$ cat config.mk
export PLATFORM = sky130hd
export DESIGN_NAME = ram16x4_arbiter
export DESIGN_NICKNAME = d
export VERILOG_FILES = /design/src/rtl/ram16x4_arbiter_pkg.sv /design/src/rtl/ram16x4_arbiter_rr_arb2.sv /design/src/rtl/ram16x4_arbiter.sv
export SDC_FILE = /design/constraint.sdc
export NUM_CORES = 1
export LEC_CHECK = 0
export CAP_MARGIN = 10
export CORE_MARGIN = 2
export CORE_UTILIZATION = 24
export CTS_CLUSTER_SIZE = 24
export DETAILED_ROUTE_END_ITERATION = 10
export GPL_ROUTABILITY_DRIVEN = 0
export PLACE_DENSITY = 0.56
export SKIP_CTS_REPAIR_TIMING = 1
export SLEW_MARGIN = 10
export SYNTH_ARGS = -nofsm -noshare
export SYNTH_HDL_FRONTEND = slang
export SYNTH_HIERARCHICAL = 1
export SYNTH_SLANG_ARGS = --single-unit
$ cat constraint.sdc
create_clock -name clk -period 2.4 [get_ports clk]
set_input_delay 0.24 -clock clk [delete_from_list [all_inputs] [get_ports clk]]
set_output_delay 0.24 -clock clk [all_outputs]
set_load 0.01 [all_outputs]
$ cat src/rtl/ram16x4_arbiter_pkg.sv
// Shared types and constants for the two-requester 16x4 RAM arbiter.
package ram16x4_arbiter_pkg;

   localparam int ADDR_W_DEF = 4;
   localparam int DATA_W_DEF = 4;

   localparam logic REQ0 = 1'b0;
   localparam logic REQ1 = 1'b1;

   typedef enum logic [1:0] {
      IDLE    = 2'd0,
      ISSUE   = 2'd1,
      WAIT_RD = 2'd2,
      CLEAR   = 2'd3
   } state_e;

endpackage

$ cat src/rtl/ram16x4_arbiter_rr_arb2.sv
// Two-way round-robin grant. The grant is combinational; the last winner is
// remembered only when a grant is actually taken.
module rr_arb2
   import ram16x4_arbiter_pkg::*;
(
   input  logic       clk,
   input  logic       rst,
   input  logic [1:0] req_i,
   input  logic       accept_i,
   output logic [1:0] gnt_o
);

   logic last_q;
   logic last_d;

   always_comb begin
      gnt_o  = 2'b00;
      last_d = last_q;
      case (req_i)
         2'b01:   gnt_o = 2'b01;
         2'b10:   gnt_o = 2'b10;
         2'b11:   gnt_o = (last_q == REQ1) ? 2'b01 : 2'b10;
         default: gnt_o = 2'b00;
      endcase
      if (accept_i) begin
         last_d = gnt_o[1];
      end
   end

   // Reset to REQ1 so requester 0 wins the first tie.
   always_ff @(posedge clk) begin
      if (rst) begin
         last_q <= REQ1;
      end else begin
         last_q <= last_d;
      end
   end

endmodule

$ cat src/rtl/ram16x4_arbiter.sv
// Shares a single-port synchronous-read RAM between two requesters and
// provides a zero-fill clear engine.
//
// state   | meaning
// --------+--------------------------------------------------------------
// IDLE    | waiting; clear start wins over commands, else grant one request
// ISSUE   | RAM address/data/strobe presented for the accepted command
// WAIT_RD | RD_LAT cycles until RAM read data is captured and returned
// CLEAR   | writing zero to addresses 0..2**ADDR_W-1, one per cycle
module ram16x4_arbiter
   import ram16x4_arbiter_pkg::*;
#(
   parameter int ADDR_W = ADDR_W_DEF,
   parameter int DATA_W = DATA_W_DEF,
   parameter int RD_LAT = 1
)(
   input  logic                clk,
   input  logic                rst,
   input  logic [1:0]          req_valid,
   input  logic [1:0]          req_we,
   input  logic [2*ADDR_W-1:0] req_addr,
   input  logic [2*DATA_W-1:0] req_wdata,
   output logic [1:0]          req_ready,
   output logic [1:0]          rsp_valid,
   output logic [DATA_W-1:0]   rsp_rdata,
   input  logic                clr_start,
   output logic                clr_done,
   output logic                busy,
   output logic                ram_we,
   output logic [ADDR_W-1:0]   ram_addr,
   output logic [DATA_W-1:0]   ram_wdata,
   input  logic [DATA_W-1:0]   ram_rdata
);

   localparam int WCNT_W = 2;

   state_e              state_q, state_d;
   logic                cmd_we_q, cmd_we_d;
   logic                cmd_id_q, cmd_id_d;
   logic [ADDR_W-1:0]   clr_cnt_q, clr_cnt_d;
   logic [WCNT_W-1:0]   wait_cnt_q, wait_cnt_d;
   logic                ram_we_q, ram_we_d;
   logic [ADDR_W-1:0]   ram_addr_q, ram_addr_d;
   logic [DATA_W-1:0]   ram_wdata_q, ram_wdata_d;
   logic [1:0]          rsp_valid_q, rsp_valid_d;
   logic [DATA_W-1:0]   rsp_rdata_q, rsp_rdata_d;
   logic                clr_done_q, clr_done_d;

   logic [1:0]          gnt;
   logic                ready_en;
   logic                accept;
   logic                sel_id;
   logic                sel_we;
   logic [ADDR_W-1:0]   sel_addr;
   logic [DATA_W-1:0]   sel_wdata;

   assign ready_en  = (state_q == IDLE) && !clr_start;
   assign req_ready = ready_en ? gnt : 2'b00;
   assign accept    = |(req_ready & req_valid);

   assign sel_id    = gnt[1];
   assign sel_we    = sel_id ? req_we[1] : req_we[0];
   assign sel_addr  = sel_id ? req_addr[2*ADDR_W-1:ADDR_W] : req_addr[ADDR_W-1:0];
   assign sel_wdata = sel_id ? req_wdata[2*DATA_W-1:DATA_W] : req_wdata[DATA_W-1:0];

   rr_arb2 u_arb (
      .clk      (clk),
      .rst      (rst),
      .req_i    (req_valid),
      .accept_i (accept),
      .gnt_o    (gnt)
   );

   always_comb begin
      state_d     = state_q;
      cmd_we_d    = cmd_we_q;
      cmd_id_d    = cmd_id_q;
      clr_cnt_d   = clr_cnt_q;
      wait_cnt_d  = wait_cnt_q;
      ram_we_d    = 1'b0;
      ram_addr_d  = ram_addr_q;
      ram_wdata_d = ram_wdata_q;
      rsp_valid_d = 2'b00;
      rsp_rdata_d = rsp_rdata_q;
      clr_done_d  = 1'b0;

      case (state_q)
         IDLE: begin
            if (clr_start) begin
               state_d     = CLEAR;
               ram_we_d    = 1'b1;
               ram_addr_d  = clr_cnt_q;
               ram_wdata_d = '0;
            end else if (accept) begin
               // The RAM port registers double as the captured command.
               state_d     = ISSUE;
               cmd_we_d    = sel_we;
               cmd_id_d    = sel_id;
               ram_we_d    = sel_we;
               ram_addr_d  = sel_addr;
               ram_wdata_d = sel_wdata;
            end
         end

         ISSUE: begin
            if (cmd_we_q) begin
               state_d = IDLE;
            end else begin
               state_d    = WAIT_RD;
               wait_cnt_d = WCNT_W'(RD_LAT - 1);
            end
         end

         WAIT_RD: begin
            if (wait_cnt_q == '0) begin
               state_d               = IDLE;
               rsp_rdata_d           = ram_rdata;
               rsp_valid_d[cmd_id_q] = 1'b1;
            end else begin
               wait_cnt_d = wait_cnt_q - 1'b1;
            end
         end

         CLEAR: begin
            if (clr_cnt_q == '1) begin
               state_d    = IDLE;
               clr_cnt_d  = '0;
               clr_done_d = 1'b1;
            end else begin
               clr_cnt_d   = clr_cnt_q + 1'b1;
               ram_we_d    = 1'b1;
               ram_addr_d  = clr_cnt_q + 1'b1;
               ram_wdata_d = '0;
            end
         end

         default: state_d = IDLE;
      endcase
   end

   always_ff @(posedge clk) begin
      if (rst) begin
         state_q     <= IDLE;
         cmd_we_q    <= 1'b0;
         cmd_id_q    <= REQ0;
         clr_cnt_q   <= '0;
         wait_cnt_q  <= '0;
         ram_we_q    <= 1'b0;
         ram_addr_q  <= '0;
         ram_wdata_q <= '0;
         rsp_valid_q <= 2'b00;
         rsp_rdata_q <= '0;
         clr_done_q  <= 1'b0;
      end else begin
         state_q     <= state_d;
         cmd_we_q    <= cmd_we_d;
         cmd_id_q    <= cmd_id_d;
         clr_cnt_q   <= clr_cnt_d;
         wait_cnt_q  <= wait_cnt_d;
         ram_we_q    <= ram_we_d;
         ram_addr_q  <= ram_addr_d;
         ram_wdata_q <= ram_wdata_d;
         rsp_valid_q <= rsp_valid_d;
         rsp_rdata_q <= rsp_rdata_d;
         clr_done_q  <= clr_done_d;
      end
   end

   assign busy      = (state_q != IDLE);
   assign ram_we    = ram_we_q;
   assign ram_addr  = ram_addr_q;
   assign ram_wdata = ram_wdata_q;
   assign rsp_valid = rsp_valid_q;
   assign rsp_rdata = rsp_rdata_q;
   assign clr_done  = clr_done_q;

endmodule

==> metrics.md, run 1 <==
| Metric | Value |
|---|---|
| FF/Latch Area | 541 um^2 |
| Post-DP HPWL | approximately 2700 um |
| Multi-input logic area | 823 um^2 |
| PD cells | 748 mW/mm^2 |
| Fmax | roughly 450 MHz |
| Clock sinks | 27 |
| Initial antenna violation count | 0 |
| ANT cells | 0 |
| Final setup vio count | 0 |
| Worst-path maximum fanout | 9 |
| Fillers | 618 |
| Actual slew at the worst max-slew pin | roughly 0.51 ns |
| Arr. time, crit path | approximately 2.0 ns |
| Port buffer count | 45 |
| Final Hold Viols | 0 |
| Total track usage | between 10% and 20% |
| First-pass GRT wire length | between 6000 and 7000 um |
| Pin count of the biggest net entering global routing | 24 |
| Top FF cell, synth | dfxtp_1 |
| Clock Path Buffers | 2 |
| Share of power burned in registers | 37.5% |
| Power share of the clock group | 17.0% |
| Int Power | around 0.001 W |
| Placement Setup Slack | between 0.15 and 0.2 ns |
| Mapped Area | approximately 0.0015 mm^2 |
| Yosys reg bits | 27 |
| Cell taking the most area after synthesis | dfxtp_1 |
| Total number of H-tree levels | 1 |
| Final Util | 34.7% |
| Core area | about 0.0059 mm^2 |
| Syn_nets | roughly 200 |
| Worst path cell trace | clkdlybuf4s50_1, a21boi_1, buf_12, and2_1, clkdlybuf4s50_1 |
| CTS tree | done |
| Crit Path Class | in2out |
| Starting DRT DRC Count | 86 |
| Clock network latency to the later pin of the worst-skew pair | around 0.27 ns |
| Max-slew headroom | 66.2% |
| First-pass DRT Iterations | 4 |
| Synth-to-Final Area Change | 40.4% |
| Residual DRC | 0 |
| Status | finished, final reports clean |
| Die height | slightly above 80 um |
| Die X | between 80 and 90 um |
| Post-route ant nets | 0 |
| Final WS setup | around 0.17 ns |
| Fin crit share | between 90% and 100% |
| Net Sw Frac | a little over a third |
| Vias in the first global route | 1241 |
| Routed via count | about 1300 |
| Die Footprint | 0.00673 mm^2 |
| Grt ovf | 0 |
| Warning count from the yosys run | 6 |
| Slowest stage delay, CP | about 0.52 ns |
| VDD IR max | about 0.4 mV |
| Max-slew violations | 0 |
| Starting Density | 24.7% |
| # rows | 28 |
| Ranking of synthesized cells by area | dfxtp_1, mux2i_1, ha_1 |
| Root Buffer | clkbuf_8 |
| Clock skew | ~0.0032 ns |
| Critical-path top delay cell | clkdlybuf4s50_1 |
| Synth async-reset ratio | 0% |
| Non-Filler Instances | about 290 |
| Num ports | between 40 and 50 |
| Setup repair after global routing missed its margin | false |
| NetSw | 0.000535 W |
| Pwr Total | 0.00154 W |
| CP Launch Type | input port |
| Crit path time final | 2.23 ns |
| Logic pwr share | 45.5% |
| Most used cell, CP | clkdlybuf4s50_1 |
| Sequential area share after synthesis | between 30% and 40% |
| Synth top area share | a little under two fifths |
| Worst hold path type | reg2reg |
| Inst Count DP | ~280 |
| Routed WL | between 3000 and 4000 um |
| Clk slew on worst S/H paths | roughly 0.090 ns |
| Leakage | approximately 0.77 nW |
| Nets | about 250 |
| Max cap viols | 0 |
| Syn Area/Cell | ~8.9 um^2 |
| Required @ worst endpoint | roughly 2.2 ns |
| DR WL/cell | roughly 12 um |
| EDFF count, synth | 0 |
| Routed vias/inst | 4.51 |
| Layout cells sized above 1 | between 10% and 20% |
| Number of CTS-inserted buffers | 3 |
| Mapped Cells | 165 |
| Yosys cell types | 38 |
| Crit end category | output port |
| TNS Setup | 0 ns |
==> cells by family after synthesis <==
| logic type | share of synthesized area [%] |
|---|---|
| AND/OR/NAND/NOR | 19.4 |
| AO/OA/AOI/OAI | 19.1 |
| flip-flops | 37.0 |
| buffers and inverters | 6.93 |
| multiplexers | 10.4 |
| adder cells (fa/ha/maj) | 5.99 |
| XOR/XNOR | 1.20 |
==> cell usage after synthesis (all sizes together) (2+ instances only) <==
cell    count
dfxtp      27
nor2       20
mux2i      13
nand2      12
a21oi      10
inv         9
buf         7
ha          7
nand3       7
nor3        6
a211oi      5
a22oi       5
o21ai       5
clkbuf      4
a221oi      3
nand2b      3
nor2b       3
a211o       2
a21boi      2
and2        2
mux2        2
nor3b       2
==> power by group through the flow <==
stage	Combinational [W]	Sequential, W	Clock, W
floorplan	0.000413	0.000604	0
global placement	0.000702	0.000588	0
detailed placement	0.000705	0.000587	0
CTS	0.000707	0.000578	0.000278
global route	0.000775	0.000588	0.000293
finish	0.000698	0.000576	0.000261
==> area by class of cell <==
class	instances	area share (%)
multi-input combinational	118	40.1
sequential	27	26.3
timing repair buffer	52	25.1
tap	75	4.57
clock buffer	3	2.01
inverter	9	1.65
clock inverter	1	0.244
==> worst paths after layout <==
path                      startpoint                       end  slack, ns  depth (start not counted)
min            cmd_id_q$_SDFFE_PP0P_   rsp_valid[0]$_SDFF_PP0_       0.45                          1
max                     req_valid[1]              req_ready[1]       0.17                          5
max reg2reg  state_q[0]$_SDFFE_PP0P_  ram_addr[3]$_SDFFE_PP0P_       0.55                          7
min reg2reg    cmd_id_q$_SDFFE_PP0P_   rsp_valid[0]$_SDFF_PP0_       0.45                          1
==> flip-flops by register name (all words and copies together), names as in the netlist <==
register,cells
state_q,2
clr_done,1
rsp_rdata,4
rsp_valid,2
wait_cnt_q,2
ram_we,1
clr_cnt_q,4
u_arb/last_q,1
ram_wdata,4
cmd_we_q,1
cmd_id_q,1
ram_addr,4
==> layer usage <==
| layer | global-route usage [%] | up-vias | wire, um |
|---|---|---|---|
| li1 | - | 667 | - |
| met2 | 20.0 | 26 | 1680 |
| met1 | 14.6 | 588 | 1620 |
| met3 | 2.64 | 3 | 145 |
| met5 | 0 | - | 0 |
| met4 | 2.00 | 0 | 15 |
==> layout by cell type, fill, tap and decap left out, types with 2 or more instances in the layout <==
cell type and n:
clkdlybuf4s50_1 45, dfxtp_1 27, nor2_1 20, mux2i_1 13
nand2_1 12, a21oi_1 10, inv_1 9, ha_1 7
nor3_1 6, nand3_1 6, buf_4 6, o21ai_0 5
a22oi_1 4, nand2b_1 3, a211oi_2 3, clkbuf_8 3
and2_1 2, mux2_2 2, a211oi_1 2, a221oi_1 2
nor3b_1 2, nor2b_1 2, a211o_1 2
==> through the flow <==
| stage | area, um^2 | hold WS [ns] |
|---|---|---|
| finish | 2050 | 0.448 |
| global route | 2050 | 0.489 |
| CTS | 2050 | 0.455 |
| detailed placement | 2000 | 0.440 |
| global placement | 2000 | 0.437 |
| floorplan | 1460 | 0.334 |
==> critical path: cells and delay by family <==
family,cells,cell delay (ns)
buffers and inverters,3,1.21
AO/OA/AOI/OAI,1,0.40
AND/OR/NAND/NOR,1,0.12
(Power assumes the default switching activity.)
==> inputs of run 2 (changes only) <==
- CAP_MARGIN: 10 -> default
==> results of run 2 <==
No change in the layout: final DEF, timing and power equal those of run 1.
